[src/rtl/acorn128_tag_verify_if.sv]
// Operation-request, core-capture and host-result signals of acorn128_tag_verify.
// slave = the verify block, master = host/core side.
interface acorn128_tag_verify_if;
  logic         op_valid_in;
  logic         op_ready_out;
  logic         op_encrypt_in;
  logic [127:0] exp_tag_in;
  logic         core_ready_in;
  logic [127:0] core_data_in;
  logic [127:0] core_tag_in;
  logic         res_valid_out;
  logic         res_accept_in;
  logic [127:0] res_data_out;
  logic [127:0] res_tag_out;
  logic         auth_ok_out;
  logic         timeout_out;
  logic [7:0]   fail_cnt_out;

  modport slave (
    input  op_valid_in, op_encrypt_in, exp_tag_in,
    input  core_ready_in, core_data_in, core_tag_in,
    input  res_accept_in,
    output op_ready_out, res_valid_out, res_data_out, res_tag_out,
    output auth_ok_out, timeout_out, fail_cnt_out
  );

  modport master (
    output op_valid_in, op_encrypt_in, exp_tag_in,
    output core_ready_in, core_data_in, core_tag_in,
    output res_accept_in,
    input  op_ready_out, res_valid_out, res_data_out, res_tag_out,
    input  auth_ok_out, timeout_out, fail_cnt_out
  );
endinterface

[src/rtl/acorn128_tag_verify.sv]
// ACORN-128 tag verify: capture core result, constant-time tag compare, gated release.
// Optional saturating auth-failure counter built when ACORN_TAG_FAIL_CNT_EN is defined.
module acorn128_tag_verify #(
  parameter int unsigned CHUNK_W  = 8,
  parameter int unsigned WAIT_MAX = 4095
) (
  input  logic                 clk,
  input  logic                 rst,
  acorn128_tag_verify_if.slave bus
);
  localparam int unsigned N     = 128 / CHUNK_W;
  localparam int unsigned IDX_W = (N > 1) ? $clog2(N) : 1;
  localparam logic [IDX_W-1:0] LAST_IDX  = IDX_W'(N - 1);
  localparam logic [11:0]      WAIT_LAST = 12'(WAIT_MAX - 1);

  typedef enum logic [1:0] {S_IDLE, S_WAIT_CORE, S_COMPARE, S_DONE} state_t;

  state_t           state_q, state_d;
  logic             ready_q;
  logic             ready_edge;
  logic             mode_enc_q, mode_enc_d;
  logic [127:0]     exp_tag_q, exp_tag_d;
  logic [127:0]     cap_data_q, cap_data_d;
  logic [127:0]     cap_tag_q, cap_tag_d;
  logic [11:0]      wait_cnt_q, wait_cnt_d;
  logic [IDX_W-1:0] idx_q, idx_d;
  logic             diff_q, diff_d;
  logic             res_valid_q, res_valid_d;
  logic [127:0]     res_data_q, res_data_d;
  logic [127:0]     res_tag_q, res_tag_d;
  logic             auth_ok_q, auth_ok_d;
  logic             timeout_q, timeout_d;
  logic [127:0]     tag_xor;
  logic             chunk_diff;
  logic             res_hs;
  logic             done_enter;

  assign ready_edge = bus.core_ready_in & ~ready_q;
  assign tag_xor    = cap_tag_q ^ exp_tag_q;
  assign chunk_diff = |tag_xor[idx_q*CHUNK_W +: CHUNK_W];
  assign res_hs     = res_valid_q & bus.res_accept_in;

  always_comb begin
    state_d     = state_q;
    mode_enc_d  = mode_enc_q;
    exp_tag_d   = exp_tag_q;
    cap_data_d  = cap_data_q;
    cap_tag_d   = cap_tag_q;
    wait_cnt_d  = wait_cnt_q;
    idx_d       = idx_q;
    diff_d      = diff_q;
    res_valid_d = 1'b0;
    res_data_d  = res_data_q;
    res_tag_d   = res_tag_q;
    auth_ok_d   = auth_ok_q;
    timeout_d   = timeout_q;
    done_enter  = 1'b0;
    unique case (state_q)
      S_IDLE: begin
        if (bus.op_valid_in) begin
          mode_enc_d = bus.op_encrypt_in;
          exp_tag_d  = bus.exp_tag_in;
          wait_cnt_d = '0;
          state_d    = S_WAIT_CORE;
        end
      end
      S_WAIT_CORE: begin
        wait_cnt_d = wait_cnt_q + 12'd1;
        // A ready edge on the expiry cycle takes priority over the timeout.
        if (ready_edge) begin
          cap_data_d = bus.core_data_in;
          cap_tag_d  = bus.core_tag_in;
          diff_d     = 1'b0;
          idx_d      = '0;
          state_d    = S_COMPARE;
        end else if (wait_cnt_q == WAIT_LAST) begin
          timeout_d  = 1'b1;
          auth_ok_d  = 1'b0;
          res_data_d = '0;
          res_tag_d  = '0;
          done_enter = 1'b1;
          state_d    = S_DONE;
        end
      end
      S_COMPARE: begin
        diff_d = diff_q | chunk_diff;
        idx_d  = idx_q + 1'b1;
        if (idx_q == LAST_IDX) begin
          timeout_d  = 1'b0;
          auth_ok_d  = mode_enc_q | ~diff_d;
          res_data_d = auth_ok_d ? cap_data_q : '0;
          res_tag_d  = cap_tag_q;
          done_enter = 1'b1;
          state_d    = S_DONE;
        end
      end
      S_DONE: begin
        // Valid rises one cycle after DONE entry, from the registered results.
        res_valid_d = ~res_hs;
        if (res_hs) begin
          cap_data_d = '0;
          cap_tag_d  = '0;
          state_d    = S_IDLE;
        end
      end
      default: state_d = S_IDLE;
    endcase
  end

  always_ff @(posedge clk or posedge rst) begin
    if (rst) begin
      state_q     <= S_IDLE;
      ready_q     <= 1'b0;
      mode_enc_q  <= 1'b0;
      exp_tag_q   <= '0;
      cap_data_q  <= '0;
      cap_tag_q   <= '0;
      wait_cnt_q  <= '0;
      idx_q       <= '0;
      diff_q      <= 1'b0;
      res_valid_q <= 1'b0;
      res_data_q  <= '0;
      res_tag_q   <= '0;
      auth_ok_q   <= 1'b0;
      timeout_q   <= 1'b0;
    end else begin
      state_q     <= state_d;
      ready_q     <= bus.core_ready_in;
      mode_enc_q  <= mode_enc_d;
      exp_tag_q   <= exp_tag_d;
      cap_data_q  <= cap_data_d;
      cap_tag_q   <= cap_tag_d;
      wait_cnt_q  <= wait_cnt_d;
      idx_q       <= idx_d;
      diff_q      <= diff_d;
      res_valid_q <= res_valid_d;
      res_data_q  <= res_data_d;
      res_tag_q   <= res_tag_d;
      auth_ok_q   <= auth_ok_d;
      timeout_q   <= timeout_d;
    end
  end

`ifdef ACORN_TAG_FAIL_CNT_EN
  logic [7:0] fail_cnt_q, fail_cnt_d;

  always_comb begin
    fail_cnt_d = fail_cnt_q;
    if (done_enter && !auth_ok_d && (fail_cnt_q != 8'hFF))
      fail_cnt_d = fail_cnt_q + 8'd1;
  end

  always_ff @(posedge clk or posedge rst) begin
    if (rst) fail_cnt_q <= '0;
    else     fail_cnt_q <= fail_cnt_d;
  end

  assign bus.fail_cnt_out = fail_cnt_q;
`else
  logic unused_fail;
  assign unused_fail      = done_enter;
  assign bus.fail_cnt_out = '0;
`endif

  assign bus.op_ready_out  = (state_q == S_IDLE);
  assign bus.res_valid_out = res_valid_q;
  assign bus.res_data_out  = res_data_q;
  assign bus.res_tag_out   = res_tag_q;
  assign bus.auth_ok_out   = auth_ok_q;
  assign bus.timeout_out   = timeout_q;
endmodule
[src/flat_wrapper.sv]
// flat-port wrapper written by rule: the top's interface ports become plain ports
module acorn128_tag_verify_flat 
#(
  parameter int unsigned CHUNK_W  = 8,
  parameter int unsigned WAIT_MAX = 4095
)
  (clk, rst, bus_op_valid_in, bus_op_encrypt_in, bus_exp_tag_in, bus_core_ready_in, bus_core_data_in, bus_core_tag_in, bus_res_accept_in, bus_op_ready_out, bus_res_valid_out, bus_res_data_out, bus_res_tag_out, bus_auth_ok_out, bus_timeout_out, bus_fail_cnt_out);
  acorn128_tag_verify_if bus_i ();
  input  logic clk;
  input  logic rst;
  input wire logic [$bits(bus_i.op_valid_in)-1:0] bus_op_valid_in;
  input wire logic [$bits(bus_i.op_encrypt_in)-1:0] bus_op_encrypt_in;
  input wire logic [$bits(bus_i.exp_tag_in)-1:0] bus_exp_tag_in;
  input wire logic [$bits(bus_i.core_ready_in)-1:0] bus_core_ready_in;
  input wire logic [$bits(bus_i.core_data_in)-1:0] bus_core_data_in;
  input wire logic [$bits(bus_i.core_tag_in)-1:0] bus_core_tag_in;
  input wire logic [$bits(bus_i.res_accept_in)-1:0] bus_res_accept_in;
  output wire logic [$bits(bus_i.op_ready_out)-1:0] bus_op_ready_out;
  output wire logic [$bits(bus_i.res_valid_out)-1:0] bus_res_valid_out;
  output wire logic [$bits(bus_i.res_data_out)-1:0] bus_res_data_out;
  output wire logic [$bits(bus_i.res_tag_out)-1:0] bus_res_tag_out;
  output wire logic [$bits(bus_i.auth_ok_out)-1:0] bus_auth_ok_out;
  output wire logic [$bits(bus_i.timeout_out)-1:0] bus_timeout_out;
  output wire logic [$bits(bus_i.fail_cnt_out)-1:0] bus_fail_cnt_out;
  assign bus_i.op_valid_in = bus_op_valid_in;
  assign bus_i.op_encrypt_in = bus_op_encrypt_in;
  assign bus_i.exp_tag_in = bus_exp_tag_in;
  assign bus_i.core_ready_in = bus_core_ready_in;
  assign bus_i.core_data_in = bus_core_data_in;
  assign bus_i.core_tag_in = bus_core_tag_in;
  assign bus_i.res_accept_in = bus_res_accept_in;
  assign bus_op_ready_out = bus_i.op_ready_out;
  assign bus_res_valid_out = bus_i.res_valid_out;
  assign bus_res_data_out = bus_i.res_data_out;
  assign bus_res_tag_out = bus_i.res_tag_out;
  assign bus_auth_ok_out = bus_i.auth_ok_out;
  assign bus_timeout_out = bus_i.timeout_out;
  assign bus_fail_cnt_out = bus_i.fail_cnt_out;
  acorn128_tag_verify #(.CHUNK_W(CHUNK_W), .WAIT_MAX(WAIT_MAX)) u_core (.clk(clk), .rst(rst), .bus(bus_i));
endmodule
[config.mk]
export PLATFORM = sky130hd
export DESIGN_NAME = acorn128_tag_verify_flat
export DESIGN_NICKNAME = d
export VERILOG_FILES = /design/src/rtl/acorn128_tag_verify_if.sv /design/src/rtl/acorn128_tag_verify.sv /design/src/flat_wrapper.sv
export SDC_FILE = /design/constraint.sdc
export NUM_CORES = 1
export LEC_CHECK = 0
export BUFFER_PORTS_ARGS = -buffer_cell sky130_fd_sc_hd__buf_2
export CELL_PAD_IN_SITES_DETAIL_PLACEMENT = 1
export CELL_PAD_IN_SITES_GLOBAL_PLACEMENT = 2
export CORE_MARGIN = 10
export CORE_UTILIZATION = 34
export CTS_CLUSTER_DIAMETER = 200
export DETAILED_ROUTE_END_ITERATION = 12
export PLACE_DENSITY_LB_ADDON = 0.1
export SETUP_SLACK_MARGIN = 0.5
export SLEW_MARGIN = 20
export SYNTH_ARGS = -nofsm -noshare
export SYNTH_HDL_FRONTEND = slang
export SYNTH_SLANG_ARGS = --single-unit
[constraint.sdc]
create_clock -name clk -period 23.9 [get_ports clk]
set_clock_uncertainty 0.15 [all_clocks]
set_input_delay 2.39 -clock clk [delete_from_list [all_inputs] [get_ports clk]]
set_output_delay 2.39 -clock clk [all_outputs]
set_load 0.005 [all_outputs]
==> results.json <==
{
  "postCtsHoldBufs": 0,
  "initial_core_util_pct": 34.24,
  "hold_ws_ns": 0.3234,
  "hpwl_mm": 72.40,
  "drtIter0Drc": 1441,
  "required_ns": 24.27,
  "drc": 0,
  "synthFlopType": "dfrtp_1",
  "die_y_um": 312.6,
  "fp.dieArea_sq_um": 97710,
  "cts_sinks": 664,
  "worst_pin_slew_ns": 1.097,
  "wl_mm": 105.8,
  "drtAntennaViolNets": 0,
  "cp-start-kind": "input pin",
  "die_w_um": 312.6,
  "synth_edf_count": 0,
  "finalNetCount": 3784,
  "maxCapViolCount": 0,
  "syn_inst": 2851,
  "syn2layout_area_growth_pct": 22.68,
  "fin_crit_sh_pct": 25.27,
  "slew_violations": 0,
  "rsz0062_at_grt": "no",
  "core-area_sq_um": 85010,
  "cts_resized": 0,
  "stdcell_area_sq_um": 35710,
  "cp.arrival_ns": 6.41,
  "cts_buffer_depth": 3,
  "yosys_warnings": 0,
  "finalSetupTns_ns": 0,
  "yosysUniqueCellTypes": 48,
  "power.density_nw_per_um2": 141.4,
  "cp_max_fo": 95,
  "syn_area_per_cell_sq_um": 10.21,
  "placed_area_sq_um": 32940,
  "period_needed_ns": 6.040,
  "timing.fmax_mhz": 165.6,
  "num_vias": 23030,
  "wl_per_cell_um": 22.98,
  "synth_async_sr_flop_share_pct": 100.0,
  "slew_headroom_pct": 26.89,
  "num_rows": 107,
  "first_pass_iters": 5,
  "numPortBuffers": 649,
  "setup_viol": 0,
  "synth.ff_latch_count": 664,
  "syn_area_sq_um": 29110,
  "grt.total_usage_pct": 21.09,
  "tritoncts": "done",
  "pin_count": 658,
  "place_congestion": 0.7975,
  "synth_seq_area_share_pct": 57.09,
  "grt_start_max_net_pins": 231,
  "cts_setup_buffers": 0,
  "ir_worst_vdd_mv": 0.1443,
  "clkTransAtPathRegs_ns": 0.06,
  "htreeDepth": 3,
  "drive_gt1_share_pct": 27.44,
  "clk_latency_ns": 0.62,
  "p_leak_nw": 16.53,
  "grt-ovfl-total": 0,
  "status": "complete, no violations",
  "critical_path_class": "input pin to register",
  "antenna_found_initial": 33,
  "grt_pass1_wl_mm": 160.8,
  "cts_root_buf": "clkbuf_16",
  "viasPerCell": 5.002,
  "hold_violations": 0,
  "critPathCaptureType": "register",
  "min_path_type": "register to register",
  "numCtsBuffers": 79,
  "grt_pass1_vias": 25070,
  "power_mw": 5.048
}
## flip-flops by register name (all words and copies together) (netlist names), 2 cells and up
register	cells
u_core.exp_tag_q	128
u_core.wait_cnt_q	12
u_core.cap_data_q	128
u_core.idx_q	4
u_core.state_q	2
u_core.bus.res_data_out	128
u_core.cap_tag_q	128
u_core.bus.res_tag_out	128
## cell usage after synthesis (15+ instances only)
cell,instances,area [sq um]
o21ai_1,102,510.5
nand4_1,19,118.9
mux2_2,130,1464
clkbuf_1,152,570.6
nand2_1,659,2474
nand3_1,15,75.07
xor2_1,48,420.4
buf_6,34,382.9
a32oi_1,128,1121
dfrtp_1,664,16620
buf_2,24,120.1
xnor2_1,85,744.5
o21ai_0,423,2117
nand2b_1,259,1620
## placed cells by master (no fill, tap or decap), drive strengths merged, types with 8 or more instances in the layout
| cell | Yosys | final |
|---|---|---|
| inv | 11 | 13 |
| clkbuf | 152 | 119 |
| a32oi | 128 | 128 |
| nand3 | 16 | 16 |
| clkinv | 0 | 16 |
| dfrtp | 664 | 664 |
| buf | 74 | 674 |
| nand4 | 20 | 20 |
| nor2 | 12 | 12 |
| nand2b | 259 | 259 |
| xnor2 | 85 | 85 |
| mux2 | 130 | 130 |
| o21ai | 525 | 525 |
| diode | 0 | 12 |
| xor2 | 48 | 48 |
| conb | 1 | 8 |
| nor4 | 12 | 12 |
| nand2 | 659 | 659 |
## worst paths after layout
check,from,end,slack (ns),cells after the start
max in group asynchronous,rst,u_core.bus.res_tag_out[63],18.85,5
hold reg to reg,u_core.bus.res_tag_out[125],u_core.bus.res_tag_out[125],0.32,2
hold / removal,u_core.bus.res_tag_out[125],u_core.bus.res_tag_out[125],0.32,2
min in group asynchronous,rst,u_core.cap_data_q[100],1.76,2
setup / recovery,bus_core_ready_in,u_core.bus.res_data_out[51],17.86,10
setup reg to reg,u_core.state_q[1],u_core.bus.res_data_out[51],18.67,10
## cell type report
cell class	count	area, sq um
fillers	9629	49300
flip-flops and latches	664	16620
multi-input cells	1957	11360
repair buffers	674	3545
clock buffers	119	2411
well taps	1144	1431
clock inverters	23	259.0
inverters	11	48.80
diodes	12	30.03
## logic make-up (layout without fill, tap and decap cells)
kind of cell,count (synthesis),count (layout),share of synthesized area [%]
simple gates,995,995,15.63
other cells,1,20,0.01288
mux,132,132,5.098
compound gates,682,682,13.71
xor+xnor,133,133,4.002
flops,664,664,57.09
buf+inv,237,827,4.165
fa+ha+maj,7,7,0.3009
## critical path, stage by stage
cell	delay (ns)
buf_2	0.12
inv_1	0.05
o21ai_1	0.26
or3_1	0.54
a21oi_4	0.17
buf_4	0.75
buf_4	0.87
buf_4	0.74
a32oi_1	0.22
o21ai_1	0.15
## through the flow
step / util (%) / worst slack [ns] / instances
after floorplan: - / 2.751 / 2858
after global placement: 38.74 / 17.42 / 4448
after detailed placement: 38.74 / 17.30 / 4448
after CTS: 41.88 / 17.89 / 4590
after global routing: 41.99 / 17.59 / 4599
final: 42.00 / 17.86 / 4604
## power by group
| group | switching, mW | internal (mW) | leakage [nW] |
|---|---|---|---|
| combinational | 1.11 | 0.715 | 6.65 |
| clock | 0.490 | 0.749 | 1.33 |
| sequential | 0.379 | 1.61 | 8.55 |
## routing by layer
| layer | share of wire [%] | global-route usage, % | wire length (um) |
|---|---|---|---|
| met5 | 0.067 | 0 | 71 |
| met4 | 2.9 | 6.279 | 3102 |
| met3 | 5.8 | 5.122 | 6115 |
| met2 | 49 | 36.42 | 52360 |
| met1 | 42 | 25.80 | 44160 |
No activity file was read; power rests on OpenSTA's default activity.
